## src/rtl/memgame_timer_pkg.sv

```systemverilog
// Shared types and defaults for the round countdown timer.
package memgame_timer_pkg;

  localparam int unsigned DEFAULT_W = 8;

  typedef enum logic [1:0] {
    IDLE,
    RUN,
    PAUSED,
    DONE
  } timer_state_t;

endpackage

```

## src/rtl/tick_prescaler.sv

```systemverilog
// Divides the incoming tick stream by TicksPerUnit and emits one unit_step per full count.
module tick_prescaler #(
  parameter int unsigned TicksPerUnit = 1
) (
  input  logic clk_i,
  input  logic reset_i,
  input  logic en_i,
  input  logic tick_i,
  input  logic clr_i,
  output logic unit_step_o
);

  localparam int unsigned CntW = (TicksPerUnit > 1) ? $clog2(TicksPerUnit) : 1;
  localparam logic [CntW-1:0] LastCnt = CntW'(TicksPerUnit - 1);

  logic [CntW-1:0] cnt_q, cnt_d;
  logic            count;

  assign count       = en_i & tick_i;
  // With a single tick per unit the counter stays at 0 and every counted tick is a step.
  assign unit_step_o = count & (cnt_q == LastCnt);

  always_comb begin
    cnt_d = cnt_q;
    if (clr_i) begin
      cnt_d = '0;
    end else if (count) begin
      cnt_d = (cnt_q == LastCnt) ? '0 : cnt_q + 1'b1;
    end
  end

  always_ff @(posedge clk_i) begin
    if (reset_i) begin
      cnt_q <= '0;
    end else begin
      cnt_q <= cnt_d;
    end
  end

endmodule

```

## src/rtl/round_timer.sv

```systemverilog
// Round countdown timer: loads a unit count on start and counts down on prescaled ticks.
// Optional near-expiry warning output is built when ROUND_TIMER_WARN_EN is defined.
module round_timer
  import memgame_timer_pkg::*;
#(
  parameter int unsigned W              = DEFAULT_W,
  parameter int unsigned TICKS_PER_UNIT = 1,
  parameter int unsigned WARN_THRESH    = 3
) (
  input  logic         clk,
  input  logic         reset,
  input  logic         tick,
  input  logic         start,
  input  logic [W-1:0] load_val,
  input  logic         pause,
  input  logic         clear,
  output logic [W-1:0] remaining,
  output logic         running,
  output logic         expired,
  output logic         done,
  output logic         warn
);

  timer_state_t state_q, state_d;
  logic [W-1:0] remaining_q, remaining_d;
  logic         running_q, running_d;
  logic         expired_q, expired_d;
  logic         done_q, done_d;
  logic         unit_step;
  logic         presc_en;
  logic         presc_clr;

  // Ticks only count in RUN with no higher-priority control active on the same edge.
  assign presc_en  = (state_q == RUN) & ~pause & ~clear & ~start;
  assign presc_clr = clear | start;

  tick_prescaler #(
    .TicksPerUnit(TICKS_PER_UNIT)
  ) u_tick_prescaler (
    .clk_i      (clk),
    .reset_i    (reset),
    .en_i       (presc_en),
    .tick_i     (tick),
    .clr_i      (presc_clr),
    .unit_step_o(unit_step)
  );

  always_comb begin
    state_d     = state_q;
    remaining_d = remaining_q;
    expired_d   = 1'b0;
    if (clear) begin
      state_d     = IDLE;
      remaining_d = '0;
    end else if (start) begin
      remaining_d = load_val;
      if (load_val == '0) begin
        state_d   = DONE;
        expired_d = 1'b1;
      end else begin
        state_d = RUN;
      end
    end else begin
      unique case (state_q)
        RUN: begin
          if (pause) begin
            state_d = PAUSED;
          end else if (unit_step) begin
            remaining_d = remaining_q - 1'b1;
            if (remaining_q == W'(1)) begin
              state_d   = DONE;
              expired_d = 1'b1;
            end
          end
        end
        PAUSED: begin
          if (!pause) begin
            state_d = RUN;
          end
        end
        default: ;
      endcase
    end
    running_d = (state_d == RUN) || (state_d == PAUSED);
    done_d    = (state_d == DONE);
  end

  always_ff @(posedge clk) begin
    if (reset) begin
      state_q     <= IDLE;
      remaining_q <= '0;
      running_q   <= 1'b0;
      expired_q   <= 1'b0;
      done_q      <= 1'b0;
    end else begin
      state_q     <= state_d;
      remaining_q <= remaining_d;
      running_q   <= running_d;
      expired_q   <= expired_d;
      done_q      <= done_d;
    end
  end

  assign remaining = remaining_q;
  assign running   = running_q;
  assign expired   = expired_q;
  assign done      = done_q;

`ifdef ROUND_TIMER_WARN_EN
  logic warn_q, warn_d;

  always_comb begin
    warn_d = running_d && (remaining_d != '0) && (remaining_d <= W'(WARN_THRESH));
  end

  always_ff @(posedge clk) begin
    if (reset) begin
      warn_q <= 1'b0;
    end else begin
      warn_q <= warn_d;
    end
  end

  assign warn = warn_q;
`else
  // Threshold has no effect without the warning feature; output is a constant 0.
  assign warn = 1'b0 & (WARN_THRESH != 0);
`endif

endmodule

```

## config.mk

```make
export PLATFORM = sky130hd
export DESIGN_NAME = round_timer
export DESIGN_NICKNAME = d
export VERILOG_FILES = /design/src/rtl/memgame_timer_pkg.sv /design/src/rtl/tick_prescaler.sv /design/src/rtl/round_timer.sv
export SDC_FILE = /design/constraint.sdc
export NUM_CORES = 1
export LEC_CHECK = 0
export CORE_MARGIN = 4
export CORE_UTILIZATION = 40
export DETAILED_ROUTE_END_ITERATION = 10
export PLACE_DENSITY_LB_ADDON = 0.15
export SYNTH_ARGS = -nofsm -noshare
export SYNTH_HDL_FRONTEND = slang
export SYNTH_SLANG_ARGS = --single-unit
```

## constraint.sdc

```tcl
create_clock -name clk -period 1.9 [get_ports clk]
set_input_delay 0.57 -clock clk [delete_from_list [all_inputs] [get_ports clk]]
set_output_delay 0.57 -clock clk [all_outputs]
set_load 0.05 [all_outputs]
```

## Word level (Yosys, flattened, before mapping)

Index checks and enable logic that the tools add are counted.

| operators by class | value |
|---|---|
| equality and inequality tests | 7 |
| multiplexer cells | 19 |
| bitwise operators | 10 |
| reductions and logical operators | 7 |
| $add $sub $neg | 2 |

Operators by type and width:

| kind | count |
|---|---|
| 2-to-1 mux 8 bit | 4 |
| 2-to-1 mux 2 bit | 7 |
| equality test 8 x 1 -> 1 bit, second input constant | 1 |
| zero test 8 bit | 1 |
| subtractor 8 x 1 -> 8 bit, second input constant | 1 |
| 2-to-1 mux 1 bit | 7 |
| equality test 2 bit, second input constant | 3 |
| AND 1 bit | 5 |
| equality test 2 x 1 -> 1 bit, second input constant | 2 |
| inverter 1 bit | 4 |
| one-hot mux 2 bit (2 select lines) | 1 |
| nonzero test 2 bit | 2 |
| OR reduction 2 bit | 2 |
| AND reduction 3 bit | 1 |
| inequality test 2 bit, second input constant | 1 |
| adder 1 bit, second input constant | 1 |
| logical OR 1 bit | 1 |
| bitwise OR 1 bit | 1 |

| word-level totals | value |
|---|---|
| logic and storage cells | 51 |
| output and inout port bits | 12 |
| flip-flop bits (word level) | 14 |

## Logic depth before layout (Yosys ltp)

| depth | value |
|---|---|
| depth in word-level cells | 13 |
| mapped depth | 8 |

## Modules after synthesis

From an unflattened synthesis, not the netlist that was laid out.

| second synthesis, totals | value |
|---|---|
| cell total of the unflattened synthesis | 92 |
| area total of the unflattened synthesis | 784.5 um2 |

Modules (own cells, without submodules):

| module | instances | area each (um2) | cells an instance |
|---|---|---|---|
| round_timer | 1 | 778.2 | 91 |
| tick_prescaler | 1 | 6.3 | 1 |

## Worst setup path before layout

OpenSTA, ideal clock, no wires.

| timing path | value |
|---|---|
| kind | flip-flop to flip-flop |
| from | register remaining_q[0], in the netlist remaining[0] |
| to | register running_q, in the netlist running |
| library setup time | 114 ps |
| cell stages (with the launch flop) | 8 |
| data arrival time | 2164 ps |
| setup slack | -378 ps |
| path through | dfxtp_1 -> ha_1 -> or3b_2 -> nor4_4 -> a2111oi_1 -> nor3_1 -> ha_1 -> nor2b_1 |

| on the way | value |
|---|---|
| longest elaborated chain between the ends | 9 |

Ends and longest elaborated chain:

| element | RTL line | source |
|---|---|---|
| start, declared | round_timer.sv:25 | `logic [W-1:0] remaining_q, remaining_d;` |
| start signal, assigned | round_timer.sv:97 | `remaining_q <= remaining_d;` |
| equality test 8 x 1 -> 1 bit * | round_timer.sv:70 | `if (remaining_q == W'(1)) begin` |
| 2-to-1 mux 2 bit * | round_timer.sv:70 |  |
| 2-to-1 mux 2 bit * | round_timer.sv:68 | `end else if (unit_step) begin` |
| 2-to-1 mux 2 bit * | round_timer.sv:66 | `if (pause) begin` |
| one-hot mux 2 bit (2 select lines) * | round_timer.sv:64 | `unique case (state_q)` |
| 2-to-1 mux 2 bit * | round_timer.sv:55 | `end else if (start) begin` |
| 2-to-1 mux 2 bit * | round_timer.sv:52 | `if (clear) begin` |
| via state_d[0] | round_timer.sv:24 | `timer_state_t state_q, state_d;` |
| equality test 2 x 1 -> 1 bit or equality test 2 bit (tied branches) | round_timer.sv:84 | `running_d = (state_d == RUN) \|\| (state_d == PAUSED);` |
| logical OR 1 bit * | round_timer.sv:84 |  |
| via running_d | round_timer.sv:26 | `logic running_q, running_d;` |
| end signal, assigned | round_timer.sv:98 | `running_q <= running_d;` |
| end, declared | round_timer.sv:26 |  |

Mark *: on every way through the listed nets, which the timed path passes. The rest lies on a longest branch.
A chain may end at the register's enable or synchronous reset.

## Worst setup path after layout

| timing path | value |
|---|---|
| from | register remaining_q[5], in the netlist remaining[5] |
| to | register running_q, in the netlist running |

The elaborated chain is that of the path after synthesis.

==> results.sh <==
export IMPL_outcome="complete, but fails checks"
export IMPL_violations="negative setup slack"
export IMPL_synth_warning_count=0
export IMPL_drv_slew=0
export IMPL_coreArea_sq_um=1780
export IMPL_place_gp_congestion=0.800
export IMPL_grt_pass1_wl_mm=3.28
export IMPL_cp_max_fo=3
export IMPL_finalSetupViolCount=1
export IMPL_netlist_instances=93
export IMPL_finish_utilization_pct=66.9
export IMPL_syn_avg_cell_area_sq_um=8.41
export IMPL_hold_path_depth=2
export IMPL_total_power_w=0.000622
export IMPL_numCtsBuffers=3
export IMPL_grt_max_degree=14
export IMPL_hold_viol=0
export IMPL_ys_seq_area_share_pct=33.3
export IMPL_cts_tree="yes"
export IMPL_clkTransAtPathRegs_ps=80
export IMPL_syn_to_final_growth_pct=52.5
export IMPL_grt_usage_pct=16.2
export IMPL_clk_path_buf_depth=2
export IMPL_dr_pass1_iters=4
export IMPL_fin_cells=155
export IMPL_io_pins=26
export IMPL_synth_area_leaders="dfxtp_1 33%, ha_1 8.0%, a21oi_1 5.8%, nor2_1 5.3%, xnor2_1 4.5%"
export IMPL_p_per_area_nw_per_um2=521
export IMPL_end_kind="flop"
export IMPL_rr_worst_depth=6
export IMPL_critPathKind="reg2reg"
export IMPL_max_cap_violations=0
export IMPL_rsz0062_at_grt="true"
export IMPL_die_area_sq_um=2730
export IMPL_netlist_cell_type_count=34
export IMPL_synth_top_cell_by_area="dfxtp_1"
export IMPL_top_usage_layer="met2"
export IMPL_ctsHoldBuffers=0
export IMPL_clockRootBuffer="clkbuf_4"
export IMPL_vias=794
export IMPL_grt_pass1_vias=747
export IMPL_overflow=0
export IMPL_post_place_cells=148
export IMPL_die_h_microns=52.2
export IMPL_ys_ff_latch=13
export IMPL_clock_sinks=13
export IMPL_fin_crit_sh_pct=106
export IMPL_io_buffers=24
export IMPL_hp_class="reg2reg"
export IMPL_cp_start_kind="flop"
export IMPL_rows=15
export IMPL_worstPathRequired_ps=2080
export IMPL_via_per_inst=5.12
export IMPL_final_cell_mix="22 x buf_4, 11 x nor2_1, 10 x clkdlybuf4s50_1, 9 x a21oi_1, 7 x dfxtp_1"
export IMPL_max_freq_mhz=498
export IMPL_yosysTopAreaCellShare_pct=33.3
export IMPL_holdWs_ps=573
export IMPL_vdd_drop_max_v=0.000417
export IMPL_drt_iter0_drc=18
export IMPL_antenna_found_initial=0
export IMPL_worst_slack_ps=-108
export IMPL_synth_fp_nets=112
export IMPL_fin_skew_ps=1.33
export IMPL_dieWidth_microns=52.2
export IMPL_hpwlAfterDp_mm=1.63
export IMPL_initial_core_util_pct=43.9
export IMPL_use_met2_pct=25.3
export IMPL_drtAntennaViolNets=0
export IMPL_clock_latency_ps=280
export IMPL_use_met3_pct=3.42
export IMPL_diodes=0
export IMPL_wire_per_inst_microns=13.6
export IMPL_p_leak_nw=0.494
export IMPL_routed_wl_mm=2.10
export IMPL_htreeDepth=1
export IMPL_post_route_min_period_ps=2010
export IMPL_fin_nets=150
export IMPL_met1_usage_pct=22.1
export IMPL_cp_arrival_ps=2190
export IMPL_drc_errors=0
export IMPL_tns_ps=-108
export IMPL_synth_area_sq_um=782
export IMPL_drive_gt1_share_pct=33.1
export IMPL_fillerInstances=161
export IMPL_final_common_cell="buf_4"
[power by group]
part	total, W	switching, W	internal (W)
Combinational	0.000156	0.0000837	0.0000722
Sequential	0.000287	0.00000881	0.000278
Clock	0.000179	0.0000975	0.0000815
[Yosys cell counts, drive strengths merged]
| cell | number |
|---|---|
| nor3 | 4 |
| nand2b | 1 |
| nor2b | 3 |
| or4 | 1 |
| inv | 7 |
| conb | 1 |
| nand2 | 3 |
| dfxtp | 13 |
| clkbuf | 1 |
| ha | 5 |
| or3b | 1 |
| and4bb | 1 |
| o211ai | 1 |
| buf | 2 |
| o21ai | 6 |
| nor4b | 1 |
| a2111oi | 1 |
| a211oi | 1 |
| nand3 | 3 |
| nor2 | 11 |
| or2 | 1 |
| xnor2 | 4 |
| nand3b | 1 |
| mux2i | 1 |
| a21oi | 9 |
| xor2 | 2 |
| and3 | 2 |
| nor4 | 3 |
| nand4b | 1 |
| nand4bb | 1 |
| o22ai | 1 |
[final timing paths]
path / startpoint / endpoint / slack [ps]
hold reg to reg: remaining[3] / remaining[3] / 570
setup reg to reg: remaining[5] / running / -110
setup / recovery: remaining[5] / running / -110
hold / removal: remaining[3] / remaining[3] / 570
[routing by layer]
metal	vias to the layer above	wire length (microns)	part of all wire [%]
met1	361	965	46
met5	-	0	0
met2	29	956	45
met4	0	22	1.0
met3	4	157	7.5
li1	400	-	-
[registers in the layout (all words and copies together), names as in the netlist]
signal,count
expired,1
remaining,8
running,1
done,1
state_q,2
[timing repair]
action | CTS | global route
resized for setup | 4 | 0
pin swaps | 6 | 1
buffers inserted | 2 | 1
endpoints found under the setup margin | 2 | 2
[layout make-up]
type	instances	area (sq um)	share of cell area, %
Tap cell	25	31.3	2.62
Clock buffer	4	26.3	2.20
Timing Repair Buffer	36	312	26.1
Sequential cell	13	278	23.3
Inverter	7	28.8	2.41
Multi-Input combinational cell	70	517	43.3
[critical path, cell delays in order, from the launching register on]
cell	delay, ps
dfxtp_4	360
or4_4	540
nor4_4	340
a2111oi_2	80
nor3_1	210
ha_1	260
nor2b_1	120
[stage by stage]
step                      area [sq um]  worst slack [ps]
after floorplan                    822             -87.8
after global placement            1130              -540
after detailed placement          1130              -602
after CTS                         1180             -96.6
after global routing              1190              -174
final                             1190              -108
[logic make-up (layout without fill, tap and decap cells)]
kind of cell,after synthesis,after routing,share of synthesized area [%]
AO/OA/AOI/OAI,19,19,13.6
XOR/XNOR,6,6,6.72
adder cells (fa/ha/maj),5,5,8.00
buffers and inverters,10,47,5.28
flip-flops,13,13,33.3
multiplexers,1,1,1.28
other,1,1,0.480
AND/OR/NAND/NOR,38,38,31.4
Power figures use the tool's default switching activity.
